===== src/rtl/pwm_ramp_ctrl.sv =====
// Configuration sequencer for the 16-bit pwm generator: loads a config, then ramps compare to target.
// Optional sticky completion flag (irq/irq_clr) when PWM_RAMP_IRQ_EN is defined.
module pwm_ramp_ctrl #(
    parameter int DIV_W = 8
) (
    input  logic             clk,
    input  logic             rst,
    input  logic             cfg_valid,
    output logic             cfg_ready,
    input  logic [15:0]      cfg_top,
    input  logic [15:0]      cfg_target,
    input  logic [15:0]      cfg_step,
    input  logic [DIV_W-1:0] cfg_div,
    input  logic             cfg_mode,
    input  logic             cfg_pol,
`ifdef PWM_RAMP_IRQ_EN
    input  logic             irq_clr,
    output logic             irq,
`endif
    output logic [15:0]      pwm_top,
    output logic [15:0]      pwm_comp,
    output logic             pwm_mode,
    output logic             pwm_pol,
    output logic             pwm_rst,
    output logic             period_end,
    output logic             busy,
    output logic             done
);

    typedef enum logic [1:0] {IDLE, LOAD, RAMP, HOLD} state_t;

    state_t            state, state_nxt;
    logic [15:0]       target_r, step_r;
    logic [DIV_W-1:0]  div_r;
    logic [16:0]       pcnt, plast;
    logic [DIV_W-1:0]  dcnt;
    logic [15:0]       comp_nxt;
    logic              step_fire;
    logic              xfer;

    // One step toward tgt; distance kept in 17 bits so it never overshoots or wraps.
    function automatic logic [15:0] ramp_step(input logic [15:0] cur, input logic [15:0] tgt,
                                              input logic [15:0] stp);
        logic [16:0] d;
        if (cur > tgt)
            d = {1'b0, cur} - {1'b0, tgt};
        else
            d = {1'b0, tgt} - {1'b0, cur};
        if (stp == 16'd0 || d <= {1'b0, stp})
            return tgt;
        else if (cur > tgt)
            return cur - stp;
        else
            return cur + stp;
    endfunction

    assign xfer = cfg_valid && cfg_ready;

    always_comb begin
        state_nxt  = state;
        cfg_ready  = 1'b0;
        pwm_rst    = 1'b0;
        busy       = 1'b0;
        period_end = 1'b0;
        step_fire  = 1'b0;
        plast      = pwm_mode ? ({pwm_top, 1'b0} - 17'd1) : {1'b0, pwm_top};
        comp_nxt   = ramp_step(pwm_comp, target_r, step_r);
        case (state)
            IDLE: begin
                cfg_ready = 1'b1;
                pwm_rst   = 1'b1;
                if (cfg_valid) state_nxt = LOAD;
            end
            LOAD: begin
                pwm_rst   = 1'b1;
                busy      = 1'b1;
                state_nxt = RAMP;
            end
            RAMP: begin
                busy       = 1'b1;
                period_end = (pcnt == plast);
                if (pwm_comp == target_r) begin
                    state_nxt = HOLD;
                end else if (period_end && dcnt == div_r) begin
                    step_fire = 1'b1;
                    if (comp_nxt == target_r) state_nxt = HOLD;
                end
            end
            HOLD: begin
                cfg_ready  = 1'b1;
                period_end = (pcnt == plast);
                if (cfg_valid) state_nxt = LOAD;
            end
            default: state_nxt = IDLE;
        endcase
    end

    always_ff @(posedge clk) begin
        if (rst) begin
            state    <= IDLE;
            pwm_top  <= 16'd1;
            pwm_comp <= 16'd0;
            pwm_mode <= 1'b0;
            pwm_pol  <= 1'b0;
            pcnt     <= '0;
            dcnt     <= '0;
            done     <= 1'b0;
        end else begin
            state <= state_nxt;
            done  <= (state_nxt == HOLD) && (state != HOLD);
            if (xfer) begin
                pwm_top  <= (cfg_top == 16'd0) ? 16'd1 : cfg_top;
                pwm_mode <= cfg_mode;
                pwm_pol  <= cfg_pol;
            end
            if (step_fire) pwm_comp <= comp_nxt;
            // Counters run only while the generator runs, so both start at 0 together.
            if (state == RAMP || state == HOLD) begin
                pcnt <= (pcnt == plast) ? 17'd0 : pcnt + 17'd1;
                if (period_end) dcnt <= (dcnt == div_r) ? '0 : dcnt + 1'b1;
            end else begin
                pcnt <= '0;
                dcnt <= '0;
            end
        end
    end

    always_ff @(posedge clk) begin
        if (xfer) begin
            target_r <= cfg_target;
            step_r   <= cfg_step;
            div_r    <= cfg_div;
        end
    end

`ifdef PWM_RAMP_IRQ_EN
    always_ff @(posedge clk) begin
        if (rst)
            irq <= 1'b0;
        else if (done)
            irq <= 1'b1;
        else if (irq_clr)
            irq <= 1'b0;
    end
`endif

endmodule

===== config.mk =====
export PLATFORM = sky130hd
export DESIGN_NAME = pwm_ramp_ctrl
export DESIGN_NICKNAME = d
export VERILOG_FILES = /design/src/rtl/pwm_ramp_ctrl.sv
export SDC_FILE = /design/constraint.sdc
export NUM_CORES = 1
export LEC_CHECK = 0
export CAP_MARGIN = 20
export CELL_PAD_IN_SITES_DETAIL_PLACEMENT = 1
export CELL_PAD_IN_SITES_GLOBAL_PLACEMENT = 1
export CORE_ASPECT_RATIO = 0.9
export CORE_UTILIZATION = 33
export CTS_CLUSTER_SIZE = 25
export DETAILED_ROUTE_END_ITERATION = 16
export PLACE_DENSITY_LB_ADDON = 0.05
export SETUP_SLACK_MARGIN = 0.15
export SLEW_MARGIN = 5
export SYNTH_ARGS = -nofsm -noshare
export SYNTH_HDL_FRONTEND = slang
export SYNTH_SLANG_ARGS = --single-unit

===== constraint.sdc =====
create_clock -name clk -period 6.2 [get_ports clk]
set_input_delay 0.93 -clock clk [delete_from_list [all_inputs] [get_ports clk]]
set_output_delay 0.93 -clock clk [all_outputs]
set_load 0.02 [all_outputs]

**After elaboration in Yosys (flattened, before gate mapping)**

Index checks and enable logic that the tools add are counted.

- Input port bits: 61
- Output and inout port bits: 39
- Register bits after elaboration: 102
- Word-level logic and storage cells: 62

- $lt $le $gt $ge: 2
- Equal/unequal tests: 9
- Multiplexer cells: 18
- Bitwise operators: 1
- Add/subtract/negate cells: 7
- Reduce and logical (&&, ||, !) cells: 14

Operator list:

| cell | number |
|---|---|
| 16-bit two-way mux | 3 |
| 17-bit two-way mux | 2 |
| 16-bit by 16-bit subtractor with 17-bit output | 2 |
| 16-bit equality test | 2 |
| 16-bit zero test | 2 |
| 17-bit by 1-bit adder with 17-bit output, second input constant | 1 |
| 17-bit equality test | 1 |
| 17-bit by 16-bit <= comparator with 1-bit output | 1 |
| 17-bit by 1-bit subtractor with 17-bit output, second input constant | 1 |
| 16-bit adder | 1 |
| 16-bit greater-than comparator | 1 |
| 16-bit subtractor | 1 |
| 2-bit OR reduction | 5 |
| 8-bit by 1-bit adder with 8-bit output, second input constant | 1 |
| 8-bit equality test | 1 |
| 2-bit two-way mux | 4 |
| 8-bit two-way mux | 1 |
| 1-bit two-way mux | 7 |
| 2-bit equality test, second input constant | 3 |
| 2-bit one-hot mux with 3 select lines | 1 |
| 1-bit logical AND | 3 |
| 3-bit OR reduction | 1 |
| 2-bit by 1-bit equality test with 1-bit output, second input constant | 1 |
| 2-bit zero test | 1 |
| 3 further kinds | 4 |

**Depth between registers and ports, before layout**

- Word-level depth: 12
- Gate-level depth with buffers: 25

**Worst setup path before layout**

No wires, ideal clock.

- Kind: register to register
- Start: register pwm_comp[5]
- End: register done
- Slack: 0.528 ns
- Cell stages (with the launch flop): 23
- Path buffers: 4
- Data arrival time: 5.612 ns
- Path through: dfxtp_1 inv_1 ha_1 clkbuf_1 o21ai_0 a211oi_1 o21ai_0 a21oi_1 clkbuf_1 clkbuf_1 clkbuf_1 nand2_1 o21ai_0 ha_1 a211o_1 a2111oi_0 o21ai_0 o221a_2 o31a_1 a2111oi_0 nand4_1 or3b_1 nand2_1

- Word-level cells in the longest chain between the ends: 12

Ends and longest elaborated chain:

| element | line | text |
|---|---|---|
| start: declaration | 21 | `output logic [15:0] pwm_comp,` |
| start signal: assignment | 116 | `if (step_fire) pwm_comp <= comp_nxt;` |
| 16-bit by 16-bit subtractor with 17-bit output, or another cell as far along | 48 | `d = {1'b0, tgt} - {1'b0, cur};` |
| 17-bit two-way mux | 45 | `if (cur > tgt)` |
| 17-bit by 16-bit <= comparator with 1-bit output | 49 | `if (stp == 16'd0 \|\| d <= {1'b0, stp})` |
| 1-bit logical OR | 49 |  |
| 16-bit two-way mux | 49 |  |
| 16-bit equality test | 86 | `if (comp_nxt == target_r) state_nxt = HOLD;` |
| 2-bit two-way mux | 86 |  |
| 2-bit two-way mux | 84 | `end else if (period_end && dcnt == div_r) begin` |
| 2-bit two-way mux (*) | 82 | `if (pwm_comp == target_r) begin` |
| 2-bit one-hot mux with 3 select lines (*) | 68 | `case (state)` |
| 2-bit equality test (*) | 110 | `done <= (state_nxt == HOLD) && (state != HOLD);` |
| 1-bit logical AND (*) | 110 |  |
| end signal: assignment | 110 |  |
| end: declaration | 27 | `output logic done` |

Every way passes the cells marked *; elsewhere a longest branch is shown, timed or not.
A chain may end at the register's enable or synchronous reset.

**Worst setup path in the final report**

- Start: register target_r[4]
- End: register done

- Word-level cells in the longest chain between the ends: 12

Ends and longest elaborated chain:

| element | line | text |
|---|---|---|
| start: declaration | 33 | `logic [15:0] target_r, step_r;` |
| start signal: assignment | 130 | `target_r <= cfg_target;` |
| 16-bit by 16-bit subtractor with 17-bit output, or another cell as far along | 48 |  |
| 17-bit two-way mux | 45 |  |
| 17-bit by 16-bit <= comparator with 1-bit output | 49 |  |
| 1-bit logical OR | 49 |  |
| 16-bit two-way mux | 49 |  |
| 16-bit equality test | 86 |  |
| 2-bit two-way mux | 86 |  |
| 2-bit two-way mux | 84 |  |
| 2-bit two-way mux (*) | 82 |  |
| 2-bit one-hot mux with 3 select lines (*) | 68 |  |
| 2-bit equality test (*) | 110 |  |
| 1-bit logical AND (*) | 110 |  |

Marked as above.

==> qor.json <==
{
  "status": "complete, no violations",
  "synthesis.instances": 999,
  "worst-endpoint-required_ns": 6.50,
  "netSwitchingFraction": 0.436,
  "ctsHoldBuffers": 0,
  "hold_path.class": "register to register",
  "synth_compound_gate_area_share": 0.195,
  "drive_gt1_frac": 0.0817,
  "synth_simple_gate_area_share": 0.195,
  "vias_per_cell": 5.32,
  "die_width_microns": 171,
  "initial_core_util": 0.337,
  "crit-reg2reg-launch": "target_r[4]$_DFFE_PP_",
  "max-vdd-ir-drop_mv": 0.135,
  "power_switching_mw": 1.51,
  "final_max_slew_viol_count": 0,
  "period_share": 0.910,
  "critical_path.cell_chain": "ha_1 > o21ai_0 > a211oi_1 > o21ai_2 > a21oi_4 > nand2_1 > xnor2_1 > ha_1 > and3_1 > nand3_1 > and2_1 > o21ai_0 > mux2_2 > nor4_1 > buf_4 > nand4_1 > or3b_1 > nand2_1",
  "boundaryPins": 100,
  "postSynth.asyncResetShare": 0,
  "synth_seq_cells": 102,
  "clock_latency_ns": 0.36,
  "hold_end": "pwm_pol$_SDFFE_PP0P_",
  "dpl.hpwl_mm": 22.4,
  "antenna_violating_nets_post_route": 0,
  "worstHoldStart": "pwm_pol$_SDFFE_PP0P_",
  "number_of_buffers_created_by_cts": 9,
  "unrepaired_setup_endpoints_after_global_routing": "no",
  "critical-path-top-delay-family": "simple AND/OR/NAND/NOR gates",
  "cellLeakagePower_nw": 3.91,
  "antenna_violations_before_repair": 0,
  "crit_buf_inv": 1,
  "synth_fa_ha_area_frac": 0.112,
  "critical_path_sink_type": "register",
  "max_clock_freq_ghz": 0.177,
  "violation_count_after_the_first_detailed_route_iteration": 541,
  "post_drt_wl_per_cell_microns": 20.3,
  "mostFrequentLayoutCells": "sky130_fd_sc_hd__clkdlybuf4s50_1 (98), sky130_fd_sc_hd__nand2_1 (83), sky130_fd_sc_hd__nor2_1 (80)",
  "sequentialPowerShare": 0.295,
  "clock_share_of_power": 0.182,
  "pwr-share-comb": 0.523,
  "postCtsSetupBuffers": 0,
  "fin_crit_ns": 5.64,
  "muxShareOfSynthArea": 0.0341,
  "ys_dominant_reg_cell": "sky130_fd_sc_hd__dfxtp_1",
  "tritoncts": "done",
  "cts_htree_levels": 3,
  "timing.hold.ws_ns": 0.480,
  "mappedNetlistArea_sq_mm": 0.00851,
  "number_of_detailed_route_iterations_in_the_first_pass": 5,
  "powerDensity_mw_per_mm2": 336,
  "grt_max_degree": 40,
  "area.growth.synth_to_final_pct": 20.8,
  "cpPeakStageDelay_ns": 0.54,
  "clock_pin_slew_reported_for_the_worst_setup_and_hold_paths_after_clock_tree_synthesis_ns": 0.08,
  "synth_warnings": 0,
  "residual_overflow_from_global_routing": 0,
  "post_cts.resized_instances": 0,
  "fp.coreArea_sq_mm": 0.0253,
  "setup_tns_ns": 0,
  "regToRegEndpoint": "done$_SDFF_PP0_",
  "slew-limit-headroom": 0.413,
  "clock_sinks": 102,
  "layout_commonest_cell": "sky130_fd_sc_hd__clkdlybuf4s50_1",
  "actual_transition_at_the_worst_max_transition_pin_ns": 0.881,
  "holdPathStages": 2,
  "intPower_mw": 1.95,
  "critPathKind": "register to register",
  "global_route_wire_length_before_repair_mm": 45.0,
  "r2r_cells": 18,
  "synth-seq-area-share": 0.287,
  "die_y_microns": 154,
  "fin_skew_ns": 0.0171,
  "total_die_area_sq_mm": 0.0264,
  "num_rows": 55,
  "main_combinational_cell_family_by_area_after_synthesis": "simple AND/OR/NAND/NOR gates",
  "clock_path_buffers": 2,
  "routed_via_count": 7614,
  "crit_path_max_fanout": 11,
  "via_count_of_the_first_global_routing_pass": 7575,
  "ff_to_ff_setup_slack_ns": 0.56,
  "routed_wirelength_mm": 29.0,
  "timing.critical_path.slowest_stage_cell": "sky130_fd_sc_hd__ha_1",
  "critPathArrivalTime_ns": 5.94,
  "fin_nets": 1219,
  "cts_root_buffer": "sky130_fd_sc_hd__clkbuf_16",
  "hold_violations": 0,
  "grt.total_usage": 0.223,
  "antenna_diodes": 0,
  "setup.worst_path.start_class": "register",
  "final_setup_vio_count": 0,
  "post_synth_xor_area_fraction": 0.118,
  "synth_nets": 1134,
  "syn-mean-instance-area_sq_um": 8.51,
  "distinct_cell_type_count_of_the_synthesized_netlist": 81,
  "drc": 0,
  "maxCapViolCount": 0,
  "finalPower_mw": 3.46,
  "port_buffers": 99,
  "gp_routability_congestion": 0.826,
  "number_of_enable_flip_flop_cells_after_synthesis": 40
}
worst register-to-register path: cells and delay by family, from the launching register on:
family / cells / cell delay [ns]
multiplexers: 1 / 0.39
adder cells (fa/ha/maj): 2 / 0.90
buffers and inverters: 1 / 0.18
AND/OR/NAND/NOR: 8 / 1.77
XOR/XNOR: 1 / 0.46
flip-flops: 1 / 0.45
AO/OA/AOI/OAI: 5 / 1.44
synthesized netlist by cell type (5+ instances only):
library cell	count	area share
sky130_fd_sc_hd__nand2_1	83	0.037
sky130_fd_sc_hd__nor2_1	80	0.035
sky130_fd_sc_hd__ha_1	71	0.10
sky130_fd_sc_hd__inv_1	70	0.031
sky130_fd_sc_hd__xnor2_1	63	0.065
sky130_fd_sc_hd__dfxtp_1	62	0.15
sky130_fd_sc_hd__a21oi_1	58	0.034
sky130_fd_sc_hd__xor2_1	42	0.043
sky130_fd_sc_hd__o21ai_0	41	0.024
sky130_fd_sc_hd__edfxtp_1	40	0.14
sky130_fd_sc_hd__clkbuf_1	36	0.016
sky130_fd_sc_hd__nand3_1	27	0.016
sky130_fd_sc_hd__a21o_1	23	0.020
sky130_fd_sc_hd__mux2i_1	20	0.024
sky130_fd_sc_hd__nand4_1	20	0.015
sky130_fd_sc_hd__a211oi_1	19	0.017
sky130_fd_sc_hd__nor4_1	19	0.014
sky130_fd_sc_hd__nor3_1	18	0.011
sky130_fd_sc_hd__buf_2	13	0.0076
sky130_fd_sc_hd__and2_1	10	0.0074
sky130_fd_sc_hd__nand2b_1	10	0.0074
sky130_fd_sc_hd__nor2b_1	10	0.0074
sky130_fd_sc_hd__a31oi_1	9	0.0066
sky130_fd_sc_hd__a211o_1	8	0.0082
sky130_fd_sc_hd__a211oi_2	8	0.012
sky130_fd_sc_hd__mux2_2	8	0.011
sky130_fd_sc_hd__o21a_1	8	0.0071
sky130_fd_sc_hd__and3_1	7	0.0051
sky130_fd_sc_hd__o31ai_1	7	0.0062
sky130_fd_sc_hd__nor3b_1	6	0.0053
sky130_fd_sc_hd__or3_1	6	0.0044
sky130_fd_sc_hd__a2111oi_0	5	0.0051
sky130_fd_sc_hd__o211ai_1	5	0.0044
sky130_fd_sc_hd__or2_2	5	0.0037
through the flow:
stage / utilization / cell area (sq um) / cells / worst slack [ns]
CTS: 0.406 / 10200 / 1430 / 0.275
global placement: 0.393 / 9930 / 1414 / 0.486
finish: 0.407 / 10300 / 1431 / 0.557
detailed placement: 0.393 / 9930 / 1414 / 0.350
global route: 0.407 / 10300 / 1431 / 0.197
floorplan: - / 8510 / 999 / 0.528
worst max-delay path by stage:
stage	start	endpoint	slack, ns	cells past startpoint
floorplan	pwm_comp[5]$_SDFFE_PP0P_	done$_SDFF_PP0_	0.53	22
global placement	target_r[4]$_DFFE_PP_	done$_SDFF_PP0_	0.49	17
detailed placement	pwm_comp[1]$_SDFFE_PP0P_	done$_SDFF_PP0_	0.35	17
CTS	pwm_comp[1]$_SDFFE_PP0P_	done$_SDFF_PP0_	0.28	17
global route	target_r[11]$_DFFE_PP_	done$_SDFF_PP0_	0.20	18
finish	target_r[4]$_DFFE_PP_	done$_SDFF_PP0_	0.56	18
kinds of logic (layout without fill, tap and decap cells):
logic type / after synthesis / in the layout
simple gates: 322 / 322
compound gates: 239 / 240
flops: 102 / 102
buf+inv: 125 / 214
xor+xnor: 109 / 109
mux: 28 / 28
fa+ha+maj: 74 / 74
cell type report:
| type | instances | area [sq um] |
|---|---|---|
| Fill cell | 2984 | 15000 |
| Clock buffer | 14 | 308 |
| Timing Repair Buffer | 127 | 1210 |
| Multi-Input combinational cell | 773 | 5610 |
| Inverter | 71 | 267 |
| Sequential cell | 102 | 2440 |
| Clock inverter | 2 | 15.0 |
| Tap cell | 342 | 428 |
layer usage:
metal  GRT usage  vias up  part of all wire
li1            -     3769                 -
met1       0.357     3669              0.55
met2       0.313      162              0.40
met3      0.0302       14             0.045
met4      0.0361        0            0.0069
met5           0        -                 0
power groups by stage:
stage | clock network (mW) | registers [mW] | logic (mW)
3_5_place_dp | 0 | 1.03 | 1.80
3_3_place_gp | 0 | 1.03 | 1.79
6_report | 0.630 | 1.02 | 1.81
2_1_floorplan | 0 | 0.986 | 1.21
4_1_cts | 0.657 | 1.02 | 1.81
5_1_grt | 0.683 | 1.04 | 1.99
flip-flops by register name (all words and copies together), names as in the netlist:
name and flops:
dcnt 8, div_r 8, done 1, pcnt 17, pwm_comp 16, pwm_mode 1, pwm_pol 1, pwm_top 16
state 2, step_r 16, target_r 16
Note: power is estimated with default switching activity, not from simulation.
